**config.mk**
```make
export PLATFORM = sky130hd
export DESIGN_NAME = lfsr_prng_stream_flat
export DESIGN_NICKNAME = d
export VERILOG_FILES = /design/src/rtl/lfsr_prng_stream_if.sv /design/src/rtl/lfsr_prng_stream.sv /design/src/flat_wrapper.sv
export SDC_FILE = /design/constraint.sdc
export NUM_CORES = 1
export LEC_CHECK = 0
export CAP_MARGIN = 20
export CORE_AREA = 2 2 49 51
export CTS_CLUSTER_DIAMETER = 50
export DETAILED_ROUTE_END_ITERATION = 6
export DIE_AREA = 0 0 51 53
export GPL_ROUTABILITY_DRIVEN = 0
export PLACE_DENSITY = 0.74
export SYNTH_ARGS = -nofsm -noshare
export SYNTH_HDL_FRONTEND = slang
export SYNTH_SLANG_ARGS = --single-unit
```
**constraint.sdc**
```tcl
create_clock -name clk -period 1 [get_ports clk]
set_input_delay 0.3 -clock clk [delete_from_list [all_inputs] [get_ports clk]]
set_output_delay 0.3 -clock clk [all_outputs]
set_load 0.05 [all_outputs]
```
**src/rtl/lfsr_prng_stream_if.sv**
```systemverilog
// Stream/control bundle for lfsr_prng_stream; master = generator, slave = controller/consumer.
// LFSR_PERIOD_CNT_EN adds the step_cnt/period/period_valid observation signals.
interface lfsr_prng_stream_if #(
  parameter int unsigned WIDTH = 8
);
  logic             en;
  logic             load_seed;
  logic [WIDTH-1:0] seed;
  logic [WIDTH-1:0] rand_num;
  logic             rand_valid;
  logic             rand_ready;
  logic             wrap;
  logic             zero_seed_err;
`ifdef LFSR_PERIOD_CNT_EN
  logic [WIDTH-1:0] step_cnt;
  logic [WIDTH-1:0] period;
  logic             period_valid;

  modport master (
    input  en, load_seed, seed, rand_ready,
    output rand_num, rand_valid, wrap, zero_seed_err, step_cnt, period, period_valid
  );
  modport slave (
    output en, load_seed, seed, rand_ready,
    input  rand_num, rand_valid, wrap, zero_seed_err, step_cnt, period, period_valid
  );
`else
  modport master (
    input  en, load_seed, seed, rand_ready,
    output rand_num, rand_valid, wrap, zero_seed_err
  );
  modport slave (
    output en, load_seed, seed, rand_ready,
    input  rand_num, rand_valid, wrap, zero_seed_err
  );
`endif
endinterface

```
**src/rtl/lfsr_prng_stream.sv**
```systemverilog
// Parametrised Fibonacci/Galois LFSR with a valid/ready output stream and wrap detection.
// Define LFSR_PERIOD_CNT_EN to add the transfer counter and measured-period outputs.
module lfsr_prng_stream #(
  parameter int unsigned      WIDTH      = 8,
  parameter logic [WIDTH-1:0] TAPS       = 'hB8,
  parameter int unsigned      MODE       = 0,
  parameter logic [WIDTH-1:0] RESET_SEED = 'd1
) (
  input logic                clk,
  input logic                rst,
  lfsr_prng_stream_if.master s
);
  localparam logic [WIDTH-1:0] One = {{(WIDTH-1){1'b0}}, 1'b1};

  if (WIDTH < 3 || WIDTH > 32) begin : g_bad_width
    $error("lfsr_prng_stream: WIDTH %0d outside 3..32", WIDTH);
  end else if (TAPS[WIDTH-1] == 1'b0) begin : g_bad_taps
    $error("lfsr_prng_stream: TAPS MSB must be 1");
  end
  if (RESET_SEED == '0) begin : g_bad_seed
    $error("lfsr_prng_stream: RESET_SEED must be nonzero");
  end
  if (MODE > 1) begin : g_bad_mode
    $error("lfsr_prng_stream: MODE must be 0 or 1");
  end

  logic [WIDTH-1:0] r_state;
  logic [WIDTH-1:0] r_seed;
  logic             r_valid;
  logic             r_wrap;
  logic             r_zse;
  logic [WIDTH-1:0] w_next;
  logic [WIDTH-1:0] w_load_val;
  logic             w_xfer;
  logic             w_hit_seed;

  if (MODE == 0) begin : g_fib
    logic w_fb;
    always_comb begin
      w_fb   = ^(r_state & TAPS);
      w_next = {r_state[WIDTH-2:0], w_fb};
    end
  end else begin : g_gal
    always_comb begin
      w_next = (r_state >> 1) ^ (r_state[0] ? TAPS : '0);
    end
  end

  always_comb begin
    w_xfer     = r_valid & s.rand_ready & s.en & ~s.load_seed;
    w_load_val = (s.seed == '0) ? One : s.seed;
    w_hit_seed = (w_next == r_seed);
  end

  // Load has priority over a same-cycle transfer; pulses default low every cycle.
  always_ff @(posedge clk) begin
    if (!rst) begin
      r_state <= RESET_SEED;
      r_seed  <= RESET_SEED;
      r_valid <= 1'b0;
      r_wrap  <= 1'b0;
      r_zse   <= 1'b0;
    end else begin
      r_wrap <= 1'b0;
      r_zse  <= 1'b0;
      if (s.load_seed) begin
        r_state <= w_load_val;
        r_seed  <= w_load_val;
        r_valid <= 1'b1;
        r_zse   <= (s.seed == '0);
      end else if (w_xfer) begin
        r_state <= w_next;
        r_wrap  <= w_hit_seed;
      end
    end
  end

  always_comb begin
    s.rand_num      = r_state;
    s.rand_valid    = r_valid;
    s.wrap          = r_wrap;
    s.zero_seed_err = r_zse;
  end

`ifdef LFSR_PERIOD_CNT_EN
  logic [WIDTH-1:0] r_cnt;
  logic [WIDTH-1:0] r_period;
  logic             r_period_valid;

  always_ff @(posedge clk) begin
    if (!rst || s.load_seed) begin
      r_cnt          <= '0;
      r_period       <= '0;
      r_period_valid <= 1'b0;
    end else if (w_xfer) begin
      if (w_hit_seed) begin
        r_cnt <= '0;
        if (!r_period_valid) begin
          r_period       <= r_cnt + One;
          r_period_valid <= 1'b1;
        end
      end else begin
        r_cnt <= r_cnt + One;
      end
    end
  end

  always_comb begin
    s.step_cnt     = r_cnt;
    s.period       = r_period;
    s.period_valid = r_period_valid;
  end
`endif
endmodule

```
**src/flat_wrapper.sv**
```systemverilog
// flat-port wrapper written by rule: the top's interface ports become plain ports
module lfsr_prng_stream_flat 
#(
  parameter int unsigned      WIDTH      = 8,
  parameter logic [WIDTH-1:0] TAPS       = 'hB8,
  parameter int unsigned      MODE       = 0,
  parameter logic [WIDTH-1:0] RESET_SEED = 'd1
)
  (clk, rst, s_en, s_load_seed, s_seed, s_rand_ready, s_rand_num, s_rand_valid, s_wrap, s_zero_seed_err);
  lfsr_prng_stream_if #(.WIDTH(WIDTH)) s_i ();
  input logic clk;
  input logic rst;
  input wire logic [$bits(s_i.en)-1:0] s_en;
  input wire logic [$bits(s_i.load_seed)-1:0] s_load_seed;
  input wire logic [$bits(s_i.seed)-1:0] s_seed;
  input wire logic [$bits(s_i.rand_ready)-1:0] s_rand_ready;
  output wire logic [$bits(s_i.rand_num)-1:0] s_rand_num;
  output wire logic [$bits(s_i.rand_valid)-1:0] s_rand_valid;
  output wire logic [$bits(s_i.wrap)-1:0] s_wrap;
  output wire logic [$bits(s_i.zero_seed_err)-1:0] s_zero_seed_err;
  assign s_i.en = s_en;
  assign s_i.load_seed = s_load_seed;
  assign s_i.seed = s_seed;
  assign s_i.rand_ready = s_rand_ready;
  assign s_rand_num = s_i.rand_num;
  assign s_rand_valid = s_i.rand_valid;
  assign s_wrap = s_i.wrap;
  assign s_zero_seed_err = s_i.zero_seed_err;
  lfsr_prng_stream #(.WIDTH(WIDTH), .TAPS(TAPS), .MODE(MODE), .RESET_SEED(RESET_SEED)) u_core (.clk(clk), .rst(rst), .s(s_i));
endmodule
```
==> impl_metrics.toml <==
[run_status]
status = "finished, violations left"
violations = "negative setup slack"

[sta]
min_period_ns = 1.23
worst_pin_slew_ns = 0.259
tns_ns = -2.45
hold_viol = 0
finalClockSkew_ns = 0.00385
rsz0062_at_grt = "true"
fin_crit_sh = 1.23
setup_viol = 17
clock.fmax_mhz = 813
fin_ws_ns = -0.229
final_max_slew_viol_count = 0
relSlewSlack = 0.826

[synth]
synth_nets = 110
ys_ff_latch = 19
synth.distinct_cells = 19
ys_warn_count = 0
synth.avg_cell_area_um2 = 8.58
netlist_area_um2 = 832
ys_seq_area_frac = 0.457
netlist_instances = 97

[global_routing]
track_usage = 0.212
grt_overflow_total = 0
grt_pass1_vias = 928
antenna_found_initial = 0
grt_max_degree = 17
grt_pass1_wl_mm = 4.24

[die]
fp.coreArea_mm2 = 0.00215
fp.dieArea_mm2 = 0.00270
initial_utilization = 0.387
die_x_um = 51
num_io_pins = 24
die_h_um = 53
rows = 17

[cells_and_area]
antenna_cells = 0
area_growth_pct = 93.5
finalInstanceArea_mm2 = 0.00161
finalNonFillerCells = 177
final_nets = 163
drive_above_1_share = 0.483

[cts]
clk_pin_slew_ns = 0.10
ctsLongestPathBuffers = 2
clock-sinks = 19
cts_tree = "yes"
cts.htree.levels = 1
cts_root_buf = "clkbuf_4"
clock_latency_ns = 0.29
cts_buffers = 3

[detailed_routing]
ant_nets = 0
first_iter_violations = 43
first_pass_iters = 4
wl_per_cell_um = 16.6
drc_errors = 0
vias = 960
wirelength_mm = 2.94
vias_per_cell = 5.42

[hold_path]
whs_endpoint = "u_core.s.rand_num[7]$_SDFFE_PN0P_"
hold_start = "rst"
hold_depth = 3
hold_path.class = "input port to register"

[setup_path]
reg2reg_depth = 5
slowest_delay_ns = 0.37
cp-end-kind = "output port"
cp.arrival_ns = 0.93
r2r_setup_slack_ns = -0.21
worst-path-max-fanout = 3
crit_type = "register to output port"
r2r_end = "u_core.s.wrap$_SDFF_PP0_"
required_ns = 0.70
worstReg2RegStart = "u_core.s.rand_num[4]$_SDFFE_PN0P_"
worstPathCellList = "buf_6, buf_12"
cp_slowest_cell = "dfxtp_4"
worst_setup_path_start_kind = "register"

[power_and_ir_drop]
ir_drop_mv = 0.787
power_uw = 1890
p_leak_uw = 0.000681
p_per_area_mw_per_mm2 = 1170

[run]
max_cap_viol_count = 0

[placed_design]
placed_area_mm2 = 0.00137
dp_hpwl_mm = 1.77
placed_cells = 162
numPortBuffers = 23
-- metal layers --
metal,global-route usage,share of wire
met2,0.361,0.52
met4,0.122,0.029
met1,0.255,0.41
met5,0,0
met3,0.0311,0.046
-- worst max-delay path, delay by kind of cell, from the launching register on --
kind,cells,cell delay (ns)
buf+inv,2,0.26
flops,1,0.37
-- report_power, final --
part,leakage [uW],internal [uW],switching [uW]
Sequential,0.000163,798,42.8
Clock,0.0000150,155,228
Combinational,0.000503,340,321
-- kinds of logic after synthesis --
group,share of synthesized area
DFF,0.457
muxes,0.0842
and+or+nand+nor,0.195
AOI/OAI and AO/OA,0.113
buffers and inverters,0.0346
xor gates and xnor gates,0.116
-- sequential cells by signal, indices dropped and copies added (netlist names) --
register	count
u_core.s.rand_valid	1
u_core.s.zero_seed_err	1
u_core.s.wrap	1
u_core.s.rand_num	8
u_core.r_seed	8
-- repair_timing --
action,in CTS,in global routing
hold buffers,0,0
buffers inserted,7,3
gates cloned,1,0
endpoints found under the setup margin,29,22
resized for setup,29,16
pin swaps,12,14
-- synth_stat cells --
| cell | n | area (um2) |
|---|---|---|
| nand3_1 | 2 | 10.0 |
| clkinv_1 | 1 | 3.75 |
| nor2_1 | 11 | 41.3 |
| nand4_1 | 1 | 6.26 |
| and3_1 | 2 | 12.5 |
| dfxtp_1 | 19 | 380 |
| o21ai_0 | 10 | 50.1 |
| nand4b_1 | 1 | 8.76 |
| xor2_1 | 5 | 43.8 |
| clkbuf_1 | 2 | 7.51 |
| nor3_2 | 1 | 10.0 |
| mux2i_1 | 7 | 70.1 |
| nand2_1 | 15 | 56.3 |
| buf_2 | 2 | 10.0 |
| xnor2_1 | 6 | 52.6 |
| nor3_1 | 1 | 5.00 |
| inv_1 | 2 | 7.51 |
| a31oi_1 | 7 | 43.8 |
| nor4_1 | 2 | 12.5 |
-- worst max path at each step --
stage / startpoint / endpoint / slack (ns) / depth (start not counted)
3_3_place_gp: s_seed[4] / u_core.s.rand_num[0]$_SDFFE_PN1P_ / -0.48 / 5
5_1_grt: u_core.s.rand_num[4]$_SDFFE_PN0P_ / u_core.s.wrap$_SDFF_PP0_ / -0.27 / 5
4_1_cts: u_core.s.rand_num[1]$_SDFFE_PN0P_ / s_rand_num[1] / -0.22 / 2
2_1_floorplan: u_core.s.rand_num[0]$_SDFFE_PN1P_ / u_core.s.wrap$_SDFF_PP0_ / -0.13 / 4
6_report: u_core.s.rand_num[1]$_SDFFE_PN0P_ / s_rand_num[1] / -0.23 / 2
3_5_place_dp: s_seed[7] / u_core.s.rand_num[0]$_SDFFE_PN1P_ / -0.52 / 5
-- cell type report --
type	count	area (um2)
Clock buffer	4	26.3
Fill cell	124	538
Inverter	3	11.3
Multi-Input combinational cell	72	537
Sequential cell	19	417
Tap cell	28	35.0
Timing Repair Buffer	51	584
-- metrics by stage --
step	utilization	hold slack [ns]	setup slack [ns]
3_5_place_dp	0.639	0.502	-0.519
6_report	0.750	0.477	-0.229
4_1_cts	0.708	0.436	-0.219
3_3_place_gp	0.639	0.484	-0.484
2_1_floorplan	-	0.447	-0.128
5_1_grt	0.750	0.493	-0.275
-- cells in the final DEF (no fill, tap or decap), types with 2 or more instances in the layout --
| cell | count |
|---|---|
| dfxtp_2 | 2 |
| buf_4 | 18 |
| and3_4 | 3 |
| nor4_2 | 2 |
| inv_1 | 2 |
| buf_12 | 12 |
| mux2i_1 | 7 |
| nor2_1 | 10 |
| clkbuf_4 | 3 |
| a31oi_2 | 2 |
| dfxtp_4 | 9 |
| xnor2_1 | 4 |
| o21ai_1 | 2 |
| buf_6 | 9 |
| dfxtp_1 | 8 |
| xor2_1 | 4 |
| dlygate4sd2_1 | 10 |
| nand2_2 | 4 |
| nand2_1 | 11 |
| a31oi_1 | 5 |
| o21ai_0 | 7 |
| nor3_2 | 2 |
(Power assumes the default switching activity.)
